--- src/rtl/fc_arith_pkg.sv ---
// Shared definitions for the flight-controller arithmetic datapath
// (sequential shift-add multiplier and restoring divider).
package fc_arith_pkg;

  // Signed-magnitude operand format: bit 31 is the sign, [30:0] the magnitude.
  localparam int SM_WIDTH   = 32;
  localparam int MAG_WIDTH  = 31;

  // Iterative engines run one step per enabled edge, steps 0..STEP_LAST.
  localparam int STEP_LAST  = 30;
  localparam int STEP_WIDTH = 5;

  // Common control sequence for the start/done handshake.
  typedef enum logic [1:0] {
    IDLE   = 2'd0,
    RUN    = 2'd1,
    FINISH = 2'd2
  } state_t;

  // Pack a sign and a magnitude, suppressing negative zero.
  function automatic logic [SM_WIDTH-1:0] sm_pack(input logic                 sign,
                                                  input logic [MAG_WIDTH-1:0] mag);
    return {sign & (|mag), mag};
  endfunction

endpackage

--- src/rtl/div_step.sv ---
// One restoring shift-subtract step: bring in the next dividend bit,
// subtract the divisor if it fits, and report the resulting quotient bit.
module div_step
  import fc_arith_pkg::*;
(
  input  logic [MAG_WIDTH-1:0] r,
  input  logic                 a_msb,
  input  logic [MAG_WIDTH-1:0] d,
  output logic [MAG_WIDTH-1:0] r_next,
  output logic                 q_bit
);

  logic [SM_WIDTH-1:0] trial;

  // The partial remainder is always below d, so the result of a successful
  // subtraction fits back into MAG_WIDTH bits; the wrap-around subtraction
  // on the low bits is therefore exact.
  always_comb begin
    trial  = {r, a_msb};
    q_bit  = (trial >= {1'b0, d});
    r_next = q_bit ? (trial[MAG_WIDTH-1:0] - d) : trial[MAG_WIDTH-1:0];
  end

endmodule

--- src/rtl/div32.sv ---
// Sequential signed-magnitude 32-bit restoring divider. Fixed latency of 32
// enabled edges from the accepting edge to the done pulse, divide-by-zero
// included. Quotient truncates toward zero; remainder takes the dividend sign.
module div32
  import fc_arith_pkg::*;
(
  input  logic                clk,
  input  logic                nrst,
  input  logic                en,
  input  logic                start,
  input  logic [SM_WIDTH-1:0] dividend,
  input  logic [SM_WIDTH-1:0] divisor,
  output logic [SM_WIDTH-1:0] quotient,
  output logic [SM_WIDTH-1:0] remainder,
  output logic                done,
  output logic                busy,
  output logic                div_by_zero
);

  state_t                 state_q, state_d;
  logic [MAG_WIDTH-1:0]   a_q, a_d;         // dividend magnitude, shifted out MSB first
  logic [MAG_WIDTH-1:0]   d_q, d_d;         // divisor magnitude
  // Partial remainder: architecturally 32 bits, but it never reaches d, so
  // its top bit is always zero and only the magnitude bits are kept.
  logic [MAG_WIDTH-1:0]   r_q, r_d;
  logic [MAG_WIDTH-1:0]   q_q, q_d;         // quotient bits, shifted in LSB first
  logic [STEP_WIDTH-1:0]  cnt_q, cnt_d;     // current RUN step
  logic                   qsign_q, qsign_d; // quotient sign
  logic                   rsign_q, rsign_d; // remainder sign (follows dividend)
  logic [SM_WIDTH-1:0]    quotient_q, quotient_d;
  logic [SM_WIDTH-1:0]    remainder_q, remainder_d;
  logic                   done_q, done_d;
  logic                   busy_q, busy_d;
  logic                   dbz_q, dbz_d;

  logic [MAG_WIDTH-1:0]   step_r_next;
  logic                   step_q_bit;

  div_step u_step (
    .r      (r_q),
    .a_msb  (a_q[MAG_WIDTH-1]),
    .d      (d_q),
    .r_next (step_r_next),
    .q_bit  (step_q_bit)
  );

  // Next-state and datapath updates; nothing moves (done included) when en is low.
  always_comb begin
    state_d     = state_q;
    a_d         = a_q;
    d_d         = d_q;
    r_d         = r_q;
    q_d         = q_q;
    cnt_d       = cnt_q;
    qsign_d     = qsign_q;
    rsign_d     = rsign_q;
    quotient_d  = quotient_q;
    remainder_d = remainder_q;
    done_d      = done_q;
    busy_d      = busy_q;
    dbz_d       = dbz_q;

    if (en) begin
      done_d = 1'b0;
      unique case (state_q)
        IDLE: begin
          if (start) begin
            qsign_d = dividend[SM_WIDTH-1] ^ divisor[SM_WIDTH-1];
            rsign_d = dividend[SM_WIDTH-1];
            a_d     = dividend[MAG_WIDTH-1:0];
            d_d     = divisor[MAG_WIDTH-1:0];
            r_d     = '0;
            q_d     = '0;
            cnt_d   = '0;
            busy_d  = 1'b1;
            state_d = RUN;
          end
        end
        RUN: begin
          a_d   = {a_q[MAG_WIDTH-2:0], 1'b0};
          r_d   = step_r_next;
          q_d   = {q_q[MAG_WIDTH-2:0], step_q_bit};
          cnt_d = cnt_q + 1'b1;
          if (cnt_q == STEP_WIDTH'(STEP_LAST)) begin
            state_d = FINISH;
          end
        end
        FINISH: begin
          // A zero divisor still runs the full sequence so latency stays
          // fixed; its datapath result is simply replaced here.
          if (d_q == '0) begin
            quotient_d  = {qsign_q, {MAG_WIDTH{1'b1}}};
            remainder_d = '0;
            dbz_d       = 1'b1;
          end else begin
            quotient_d  = sm_pack(qsign_q, q_q);
            remainder_d = sm_pack(rsign_q, r_q);
            dbz_d       = 1'b0;
          end
          done_d  = 1'b1;
          busy_d  = 1'b0;
          state_d = IDLE;
        end
        default: begin
          state_d = IDLE;
        end
      endcase
    end
  end

  // State and datapath registers with asynchronous clear.
  always_ff @(posedge clk or negedge nrst) begin
    if (!nrst) begin
      state_q     <= IDLE;
      a_q         <= '0;
      d_q         <= '0;
      r_q         <= '0;
      q_q         <= '0;
      cnt_q       <= '0;
      qsign_q     <= 1'b0;
      rsign_q     <= 1'b0;
      quotient_q  <= '0;
      remainder_q <= '0;
      done_q      <= 1'b0;
      busy_q      <= 1'b0;
      dbz_q       <= 1'b0;
    end else begin
      state_q     <= state_d;
      a_q         <= a_d;
      d_q         <= d_d;
      r_q         <= r_d;
      q_q         <= q_d;
      cnt_q       <= cnt_d;
      qsign_q     <= qsign_d;
      rsign_q     <= rsign_d;
      quotient_q  <= quotient_d;
      remainder_q <= remainder_d;
      done_q      <= done_d;
      busy_q      <= busy_d;
      dbz_q       <= dbz_d;
    end
  end

  assign quotient    = quotient_q;
  assign remainder   = remainder_q;
  assign done        = done_q;
  assign busy        = busy_q;
  assign div_by_zero = dbz_q;

endmodule

--- config.mk ---
export PLATFORM = sky130hd
export DESIGN_NAME = div32
export DESIGN_NICKNAME = d
export VERILOG_FILES = /design/src/rtl/fc_arith_pkg.sv /design/src/rtl/div_step.sv /design/src/rtl/div32.sv
export SDC_FILE = /design/constraint.sdc
export NUM_CORES = 1
export LEC_CHECK = 0
export ABC_AREA = 1
export BUFFER_PORTS_ARGS = -buffer_cell sky130_fd_sc_hd__buf_4
export CORE_MARGIN = 2
export CORE_UTILIZATION = 57
export CTS_CLUSTER_DIAMETER = 100
export DETAILED_ROUTE_END_ITERATION = 8
export PLACE_DENSITY = 0.85
export SLEW_MARGIN = 20
export SYNTH_ARGS = -nofsm -noshare
export SYNTH_HDL_FRONTEND = slang
export SYNTH_SLANG_ARGS = --single-unit
--- constraint.sdc ---
create_clock -name clk -period 2.5 [get_ports clk]
set_input_delay 0.25 -clock clk [delete_from_list [all_inputs] [get_ports clk]]
set_output_delay 0.25 -clock clk [all_outputs]
set_load 0.05 [all_outputs]
==> qor.txt, run 1 <==
status: finished clean
crit start category: flop
crit-path max cell delay: 0.38 ns
Internal: 9.85 mW
Post-CTS Setup Inserts: 0
Power per Cell Area: 1540 nW/um^2
Die Span X: 144 um
IO Pins: 135
routed len/inst: 14.7 um
Max-slew headroom: 0.554
post-detail-place hpwl: 19700 um
critical path's slowest cell: fa_2
critical path type: flop to flop
clk sinks: 200
largest net degree at the start of global routing: 117
gr ovfl total: 0
Placer Congestion: 0.972
Fin Setup TNS: 0 ns
first-pass GRT wire length: 45500 um
initial antenna violation count: 0
Final Slew Violations: 0
CP arrival: 2.67 ns
Net Sw Frac: 0.512
num rows: 51
Worst Path Required: 2.86 ns
cell breakdown of the critical path: inv_1 -> ha_1 -> inv_1 -> fa_2 -> nand2_1 -> nand2_1 -> nand3_2 -> nand2_2 -> nand2_2 -> nand3_2 -> nand2_2 -> nand2_2 -> buf_4 -> nand2_1 -> nand3_1 -> o21ai_0
Final Hold Viols: 0
total length of routed wires: 27600 um
Fmax achieved: 433 MHz
H-tree depth: 4
clock power share: 0.138
R2R depth: 16
sequential power share: 0.265
Die Span Y: 144 um
CTS tree: done
worst hold stages: 3
Hold Crit Start: divisor[4]
FF+latch count, synth: 200
Psw: 10.3 mW
Worst Max-Slew Pin Slew: 0.669 ns
sequential element share of the synthesized area: 0.447
vias per std cell: 5.26
die area: 20800 sq um
nets: 1702
post-route minimum period: 2.31 ns
Setup-failing EPs final: 0
IO Port Bufs: 134
Routed Antenna Nets: 0
Comb power frac: 0.598
# DRC: 0
Post-Syn Instances: 1485
critical path fanouts, max: 18
fin cells: 1878
RR Endpoint: r_q[8]
clk buf depth: 2
Peak supply drop: 851 uV
Synth Warn #: 0
FF-to-FF setup slack: 0.19 ns
Syn-to-layout area delta: 16.7%
Num CTS Buffers: 17
Fin Clk Skew: 0.0146 ns
Root Buffer: clkbuf_16
final worst path period share: 0.924
All-Layer GR Usage: 0.275
vias in the first global route: 9316
Min-Delay Endpoint: d_q[4]
setup ws final: 0.191 ns
share of cells above drive strength 1: 0.151
RSZ-0062 raised after global routing: false
synthesized cell area: 11200 sq um
crit end category: flop
Synthesized Nets: 1587
max-cap viol count: 0
most used cell along the critical path: nand2_2
Clk Latency, worst-skew pair: 0.44 ns
clock transition at the registers of the reported paths: 0.08 ns
1st-iter DRT viols: 799
Unique masters post-synth: 40
dpl ws: 0.106 ns
ANT cells: 0
commonest non-fill, non-tap cell in the layout: nand2_1
LEAKAGE: 6.78 nW
Core Region: 19400 sq um
R2R Path Start: a_q[30]
First-pass DRT Iterations: 6
DR vias: 9871
Placed Cells: 1845
post-synthesis average cell area: 7.54 sq um
Initial Utilization: 0.577
HP Class: input pin to flop
commonest non-fill, non-tap cells in the layout: nand2_1, inv_1, dfrtp_1, buf_4, o21ai_0
Yosys cell counts, drive strengths merged:
cell    instances  share of area
and3            1        0.00056
a31oi          30          0.017
clkinv          2        0.00067
xnor2          15          0.012
nor4           14         0.0078
o22ai          30          0.017
nand4          17         0.0095
inv           251          0.084
dfrtp         200           0.45
nand3         101          0.055
nor3            9         0.0049
or2             1        0.00056
xor2            2         0.0016
nand2         440           0.15
a41oi           1        0.00078
ha             33          0.037
clkbuf         32          0.011
o21bai          1        0.00067
a21oi          20         0.0099
o31ai           1        0.00067
nor2          107          0.039
buf            28          0.018
fa              1         0.0018
and2            6         0.0034
o21ai         108          0.049
o211ai         31          0.021
nand3b          3         0.0020
power by group through the flow:
stage	combinational (mW)	clock, mW	sequential [mW]
6_report	12.1	2.77	5.34
5_1_grt	13.4	2.94	5.48
4_1_cts	12.0	2.80	5.34
3_5_place_dp	11.9	0	5.38
3_3_place_gp	11.7	0	5.34
2_1_floorplan	7.25	0	7.07
area by class of cell:
| cell class | instances | area (sq um) |
|---|---|---|
| clock buffer | 17 | 425 |
| clock inverter | 15 | 173 |
| fill | 1674 | 6330 |
| inverter | 253 | 950 |
| multi-input combinational | 972 | 4940 |
| sequential | 200 | 5000 |
| tap | 265 | 332 |
| timing repair buffer | 156 | 1240 |
how the worst max path moves through the flow:
stage | startpoint | to | slack [ns] | cells after the start
finish | a_q[30] | r_q[8] | 0.19 | 16
floorplan | a_q[30] | r_q[2] | 0.38 | 16
global placement | a_q[30] | r_q[26] | 0.23 | 17
CTS | state_q[1] | a_q[7] | 0.09 | 8
detailed placement | state_q[1] | a_q[7] | 0.11 | 8
global route | a_q[30] | r_q[9] | 0.02 | 16
through the flow:
stage	hold WS, ns	instance area (sq um)	util	total power, mW
after floorplan	-0.0456	11200	-	14.3
after global placement	0.330	12400	0.641	17.0
after detailed placement	0.332	12400	0.641	17.3
after CTS	0.00385	13100	0.673	20.1
after global routing	0.0132	13100	0.674	21.8
final	0.0105	13100	0.674	20.2
repair_timing:
item                                    CTS  global route
hold buffers                              1             0
resized for setup                         0             4
hold endpoints to repair                 79             0
endpoints found under the setup margin    0            41
routing by layer:
metal | track usage | wire length, um | vias up
met2 | 0.431 | 12600 | 300
met5 | 0 | 0 | -
met3 | 0.0447 | 1340 | 51
li1 | - | - | 4952
met1 | 0.392 | 12900 | 4568
met4 | 0.0930 | 766 | 0
critical path: cells and delay by family (launching register included):
family                   cells  cell delay, ns
AO/OA/AOI/OAI                1            0.09
AND/OR/NAND/NOR             10            0.82
adder cells (fa/ha/maj)      2            0.53
flip-flops                   1            0.37
buffers and inverters        3            0.37
sequential cells by signal (all words and copies together) (netlist names), 2 cells and up:
register	count
quotient	32
remainder	32
a_q	31
d_q	31
q_q	31
r_q	31
cnt_q	5
state_q	2
cell families after synthesis:
| family | count (synthesis) | synth area share |
|---|---|---|
| AOI/OAI and AO/OA | 222 | 0.115 |
| xor gates and xnor gates | 17 | 0.0133 |
| adders and majority gates | 34 | 0.0387 |
| buffers and inverters | 313 | 0.114 |
| DFF | 200 | 0.447 |
| and+or+nand+nor | 699 | 0.273 |
(Power assumes the default switching activity.)
==> run 2, diff against run 1 <==
SYNTH_HIERARCHICAL = 1   (was default)
TNS_END_PERCENT = 1   (was default)
clock period = 2.39 ns   (was 2.5 ns; I/O delays follow)
==> qor.txt, run 2 <==
Fmax achieved: 441 MHz
LEAKAGE: 7.79 nW
H-tree depth: 4
critical path fanouts, max: 12
Fin Setup TNS: 0 ns
Worst Max-Slew Pin Slew: 0.678 ns
CTS tree: done
Routed Antenna Nets: 0
largest family of logic cells by synthesized area: simple AND/OR/NAND/NOR gates
most common cell in the synthesized netlist: nand2_1
worst hold stages: 3
final worst path period share: 0.950
Peak supply drop: 836 uV
die area: 21100 sq um
Post-Synth Simple-Gate Area: 0.286
crit start category: flop
All-Layer GR Usage: 0.288
FF+latch count, synth: 200
Initial Utilization: 0.582
commonest non-fill, non-tap cell in the layout: nand2_1
HP Class: input pin to flop
IO Pins: 135
post-detail-place hpwl: 21400 um
Num CTS Buffers: 17
IO Port Bufs: 134
Clk Latency, worst-skew pair: 0.45 ns
Fin Clk Skew: 0.0132 ns
crit end category: flop
sequential element share of the synthesized area: 0.440
ys flop type: dfrtp_1
DR vias: 10.7k
synthesized cell area: 11400 sq um
Die Span X: 145 um
Syn-to-layout area delta: 22.1%
number of fill cells: 1576
Placer Congestion: 0.949
max-cap viol count: 0
# DRC: 0
Setup-failing EPs final: 0
post-synthesis average cell area: 7.15 sq um
FF-to-FF setup slack: 0.12 ns
commonest non-fill, non-tap cells in the layout: nand2_1, inv_1, dfrtp_1, buf_4, nor2_1
first-pass GRT wire length: 49400 um
Synth Area in Adders: 0.0381
Synthesized Nets: 1691
top cells by area, synth: dfrtp_1, nand2_1, inv_1
nets: 1855
Power per Cell Area: 1440 nW/um^2
cell accounting for the most synthesized area: dfrtp_1
fraction of registers with async set/reset: 1.00
Min-Delay Endpoint: d_q[9]
Final Slew Violations: 0
Synth Warn #: 6
Post-Synth XOR/XNOR Area: 0.0123
Root Buffer: clkbuf_16
Synth Area in Compound Gates: 0.103
critical path type: flop to flop
R2R Path Start: r_q[16]
vias per std cell: 5.26
initial antenna violation count: 0
total length of routed wires: 30100 um
number of synthesized flops with an enable pin: 0
1st-iter DRT viols: 1041
Die Span Y: 145 um
Worst Path Required: 2.74 ns
Max-slew headroom: 0.548
Final Hold Viols: 0
multiplexer share of the synthesized area: 0
share of cells above drive strength 1: 0.159
status: finished clean
gr ovfl total: 0
most common library cells after synthesis: nand2_1, inv_1, dfrtp_1, nor2_1, nand3_1
largest net degree at the start of global routing: 93
clk buf depth: 2
CP arrival: 2.62 ns
clk sinks: 200
num rows: 51
clock transition at the registers of the reported paths: 0.08 ns
Core Region: 19500 sq um
Synth top area share: 0.440
Post-Syn Instances: 1589
post-route minimum period: 2.27 ns
Layout Utilization: 0.710
Unique masters post-synth: 36
Hold Crit Start: divisor[9]
vias in the first global route: 10.2k
ANT cells: 0
R2R depth: 15
First-pass DRT Iterations: 6
RR Endpoint: r_q[26]
routed len/inst: 14.8 um
[run 2: area by class of cell]
class                      count  area (sq um)  share of cell area
multi-input combinational   1049          5140               0.371
sequential                   200          5000               0.361
timing repair buffer         207          1720               0.124
inverter                     278          1050              0.0754
clock buffer                  17           425              0.0307
tap                          265           332              0.0239
clock inverter                15           195              0.0141
[run 2: critical path, stage by stage, from the launching register on]
cell and delay, ns:
dfrtp_1 0.45, ha_2 0.35, nand2_1 0.07, nand2_1 0.08
nand2_1 0.07, nand2_1 0.08, a21oi_2 0.16, nor2_1 0.07
nor2_2 0.19, nand2_4 0.10, inv_4 0.09, buf_12 0.15
nand2_1 0.05, nand2_1 0.07, nand3_1 0.07, o21ai_0 0.11
[run 2: layer usage]
layer	share of wire	global-route usage	vias up
met5	0	0	-
met4	0.034	0.121	0
met3	0.060	0.0346	72
met2	0.48	0.483	392
met1	0.43	0.380	4962
li1	-	-	5260
[run 2: cells by family (layout without fill, tap and decap cells)]
logic type,count (synthesis),count (layout)
AOI/OAI and AO/OA,205,205
and+or+nand+nor,794,794
buffers and inverters,340,517
adders and majority gates,34,34
DFF,200,200
xor gates and xnor gates,16,16
[run 2: metrics by stage]
step / cell area [sq um] / worst slack, ns / std cells / power [mW] / hold WS [ns]
3_5_place_dp: 12900 / 0.0438 / 1980 / 16.3 / 0.269
4_1_cts: 13700 / 0.0327 / 2026 / 19.4 / 0.00128
3_3_place_gp: 12900 / 0.140 / 1980 / 16.0 / 0.273
2_1_floorplan: 11400 / 0.173 / 1589 / 13.2 / -0.0566
6_report: 13900 / 0.120 / 2031 / 20.0 / 0.00261
5_1_grt: 13900 / -0.0580 / 2031 / 21.6 / 0.00864
[run 2: how the worst max path moves through the flow]
stage | start | depth (start not counted) | slack [ns] | to
finish | r_q[16] | 15 | 0.12 | r_q[26]
global route | a_q[30] | 17 | -0.06 | r_q[11]
CTS | a_q[30] | 17 | 0.03 | r_q[26]
detailed placement | a_q[30] | 17 | 0.04 | r_q[21]
global placement | a_q[30] | 17 | 0.14 | r_q[0]
floorplan | a_q[30] | 19 | 0.17 | r_q[14]
[run 2: repair_timing]
item	CTS	global route
hold buffers	14	0
endpoints found under the setup margin	1	32
hold endpoints to repair	75	0
setup buffers	0	4
gates cloned	0	1
resized for setup	1	32
pin swaps	0	4
[run 2: power breakdown]
part | total, mW | internal [mW] | switching [mW] | leakage, nW
clock network | 2.99 | 1.44 | 1.55 | 0.295
logic | 11.5 | 4.21 | 7.25 | 4.91
registers | 5.58 | 4.70 | 0.883 | 2.58
total | 20.0 | 10.4 | 9.68 | 7.79
==> run 3, diff against run 2 <==
PLACE_DENSITY = 0.78   (was 0.85)
SLEW_MARGIN = 0   (was 20)
==> qor.txt, run 3 (synthesis gave the netlist of run 2 again) <==
Worst Path Required: 2.76 ns
DR vias: 10.6k
ANT cells: 0
max-cap viol count: 0
Core Region: 19500 sq um
die area: 21100 sq um
post-detail-place hpwl: 21700 um
share of cells above drive strength 1: 0.156
Fin Setup TNS: 0 ns
status: finished clean
commonest non-fill, non-tap cell in the layout: nand2_1
fin cells: 2035
gr ovfl total: 0
commonest non-fill, non-tap cells in the layout: nand2_1, inv_1, dfrtp_1, buf_4, nor2_1
Routed Antenna Nets: 0
num rows: 51
placed cell area: 12900 sq um
total length of routed wires: 30200 um
final worst path period share: 0.946
H-tree depth: 4
First-pass DRT Iterations: 5
setup ws final: 0.128 ns
dpl ws: 0.0275 ns
CTS tree: done
clk buf depth: 2
Die Span Y: 145 um
clock transition at the registers of the reported paths: 0.08 ns
clk sinks: 200
CP arrival: 2.63 ns
number of fill cells: 1663
Layout Utilization: 0.710
Clk Latency, worst-skew pair: 0.44 ns
Num CTS Buffers: 17
All-Layer GR Usage: 0.289
Setup-failing EPs final: 0
Final Hold Viols: 0
1st-iter DRT viols: 743
fin area: 13900 sq um
post-route minimum period: 2.26 ns
Final Slew Violations: 0
# DRC: 0
LEAKAGE: 7.80 nW
Fin Clk Skew: 0.0168 ns
initial antenna violation count: 0
Syn-to-layout area delta: 22.1%
RSZ-0062 raised after global routing: true
Peak supply drop: 811 uV
crit end category: flop
Worst Max-Slew Pin Slew: 0.706 ns
vias per std cell: 5.23
Fmax achieved: 442 MHz
Power per Cell Area: 1440 nW/um^2
vias in the first global route: 10.1k
Root Buffer: clkbuf_16
Die Span X: 145 um
final total power: 20.0 mW
critical path type: flop to flop
largest net degree at the start of global routing: 70
first-pass GRT wire length: 49700 um
Placer Congestion: 0.964
IO Port Bufs: 134
FF-to-FF setup slack: 0.13 ns
hold_ws: 0.00501 ns
Placed Cells: 1984
nets: 1859
HP Class: input pin to flop
Max-slew headroom: 0.530
IO Pins: 135
critical path fanouts, max: 11
Initial Utilization: 0.582
crit start category: flop
routed len/inst: 14.9 um
[run 3: changes by cell type in the layout (fill, tap and decap cells not counted), moves of 2 or more]
cell,delta
nor2_1,+2
buf_4,+2
nand2_1,+3
o21ai_0,-2
nand2_2,-3
dlygate4sd3_1,+2
ha_4,-2
ha_1,+2
[run 3: critical path, stage by stage, from the launching register on]
cell and delay (ns):
dfrtp_1 0.47, ha_4 0.30, nand2_1 0.06, nand2_1 0.10, nand2_1 0.10, nand2_1 0.11, a21oi_2 0.14, nor2_1 0.06
nor2_2 0.13, nand2_4 0.10, inv_4 0.12, buf_6 0.16, nand2_1 0.06, nand2_1 0.07, nand3_1 0.08, o21ai_1 0.11
[run 3: path summary, 6_finish.rpt]
path | cells after the start | from | to
min in group asynchronous | 2 | nrst | remainder[12]
max reg2reg | 15 | r_q[20] | r_q[7]
max in group asynchronous | 3 | nrst | cnt_q[1]
max | 15 | r_q[20] | r_q[7]
min | 3 | divisor[22] | d_q[22]
min reg2reg | 2 | remainder[9] | remainder[9]
[run 3: what timing repair did]
action	in CTS	in global routing
gates resized for setup	0	32
endpoints found under the setup margin	0	31
hold buffers	16	0
setup buffers	0	2
hold endpoints to repair	66	0
[run 3: area by class of cell]
class | instances | area, sq um | area share
well taps | 265 | 332 | 0.0239
clock buffers | 18 | 439 | 0.0317
clock inverters | 14 | 178 | 0.0128
repair buffers | 211 | 1760 | 0.127
inverters | 278 | 1050 | 0.0754
flip-flops and latches | 200 | 5000 | 0.361
multi-input cells | 1049 | 5110 | 0.368
[run 3: layer usage]
layer  part of all wire  up-vias  GRT usage
li1                   -     5273          -
met1               0.44     4943      0.385
met2               0.48      359      0.483
met3              0.053       61     0.0396
met4              0.030        0      0.110
met5                  0        -          0
[run 3: report_power, final]
group / switching [mW] / total (mW) / internal [mW]
logic: 7.23 / 11.4 / 4.22
registers: 0.875 / 5.58 / 4.70
clock network: 1.49 / 2.95 / 1.45
total: 9.59 / 20.0 / 10.4
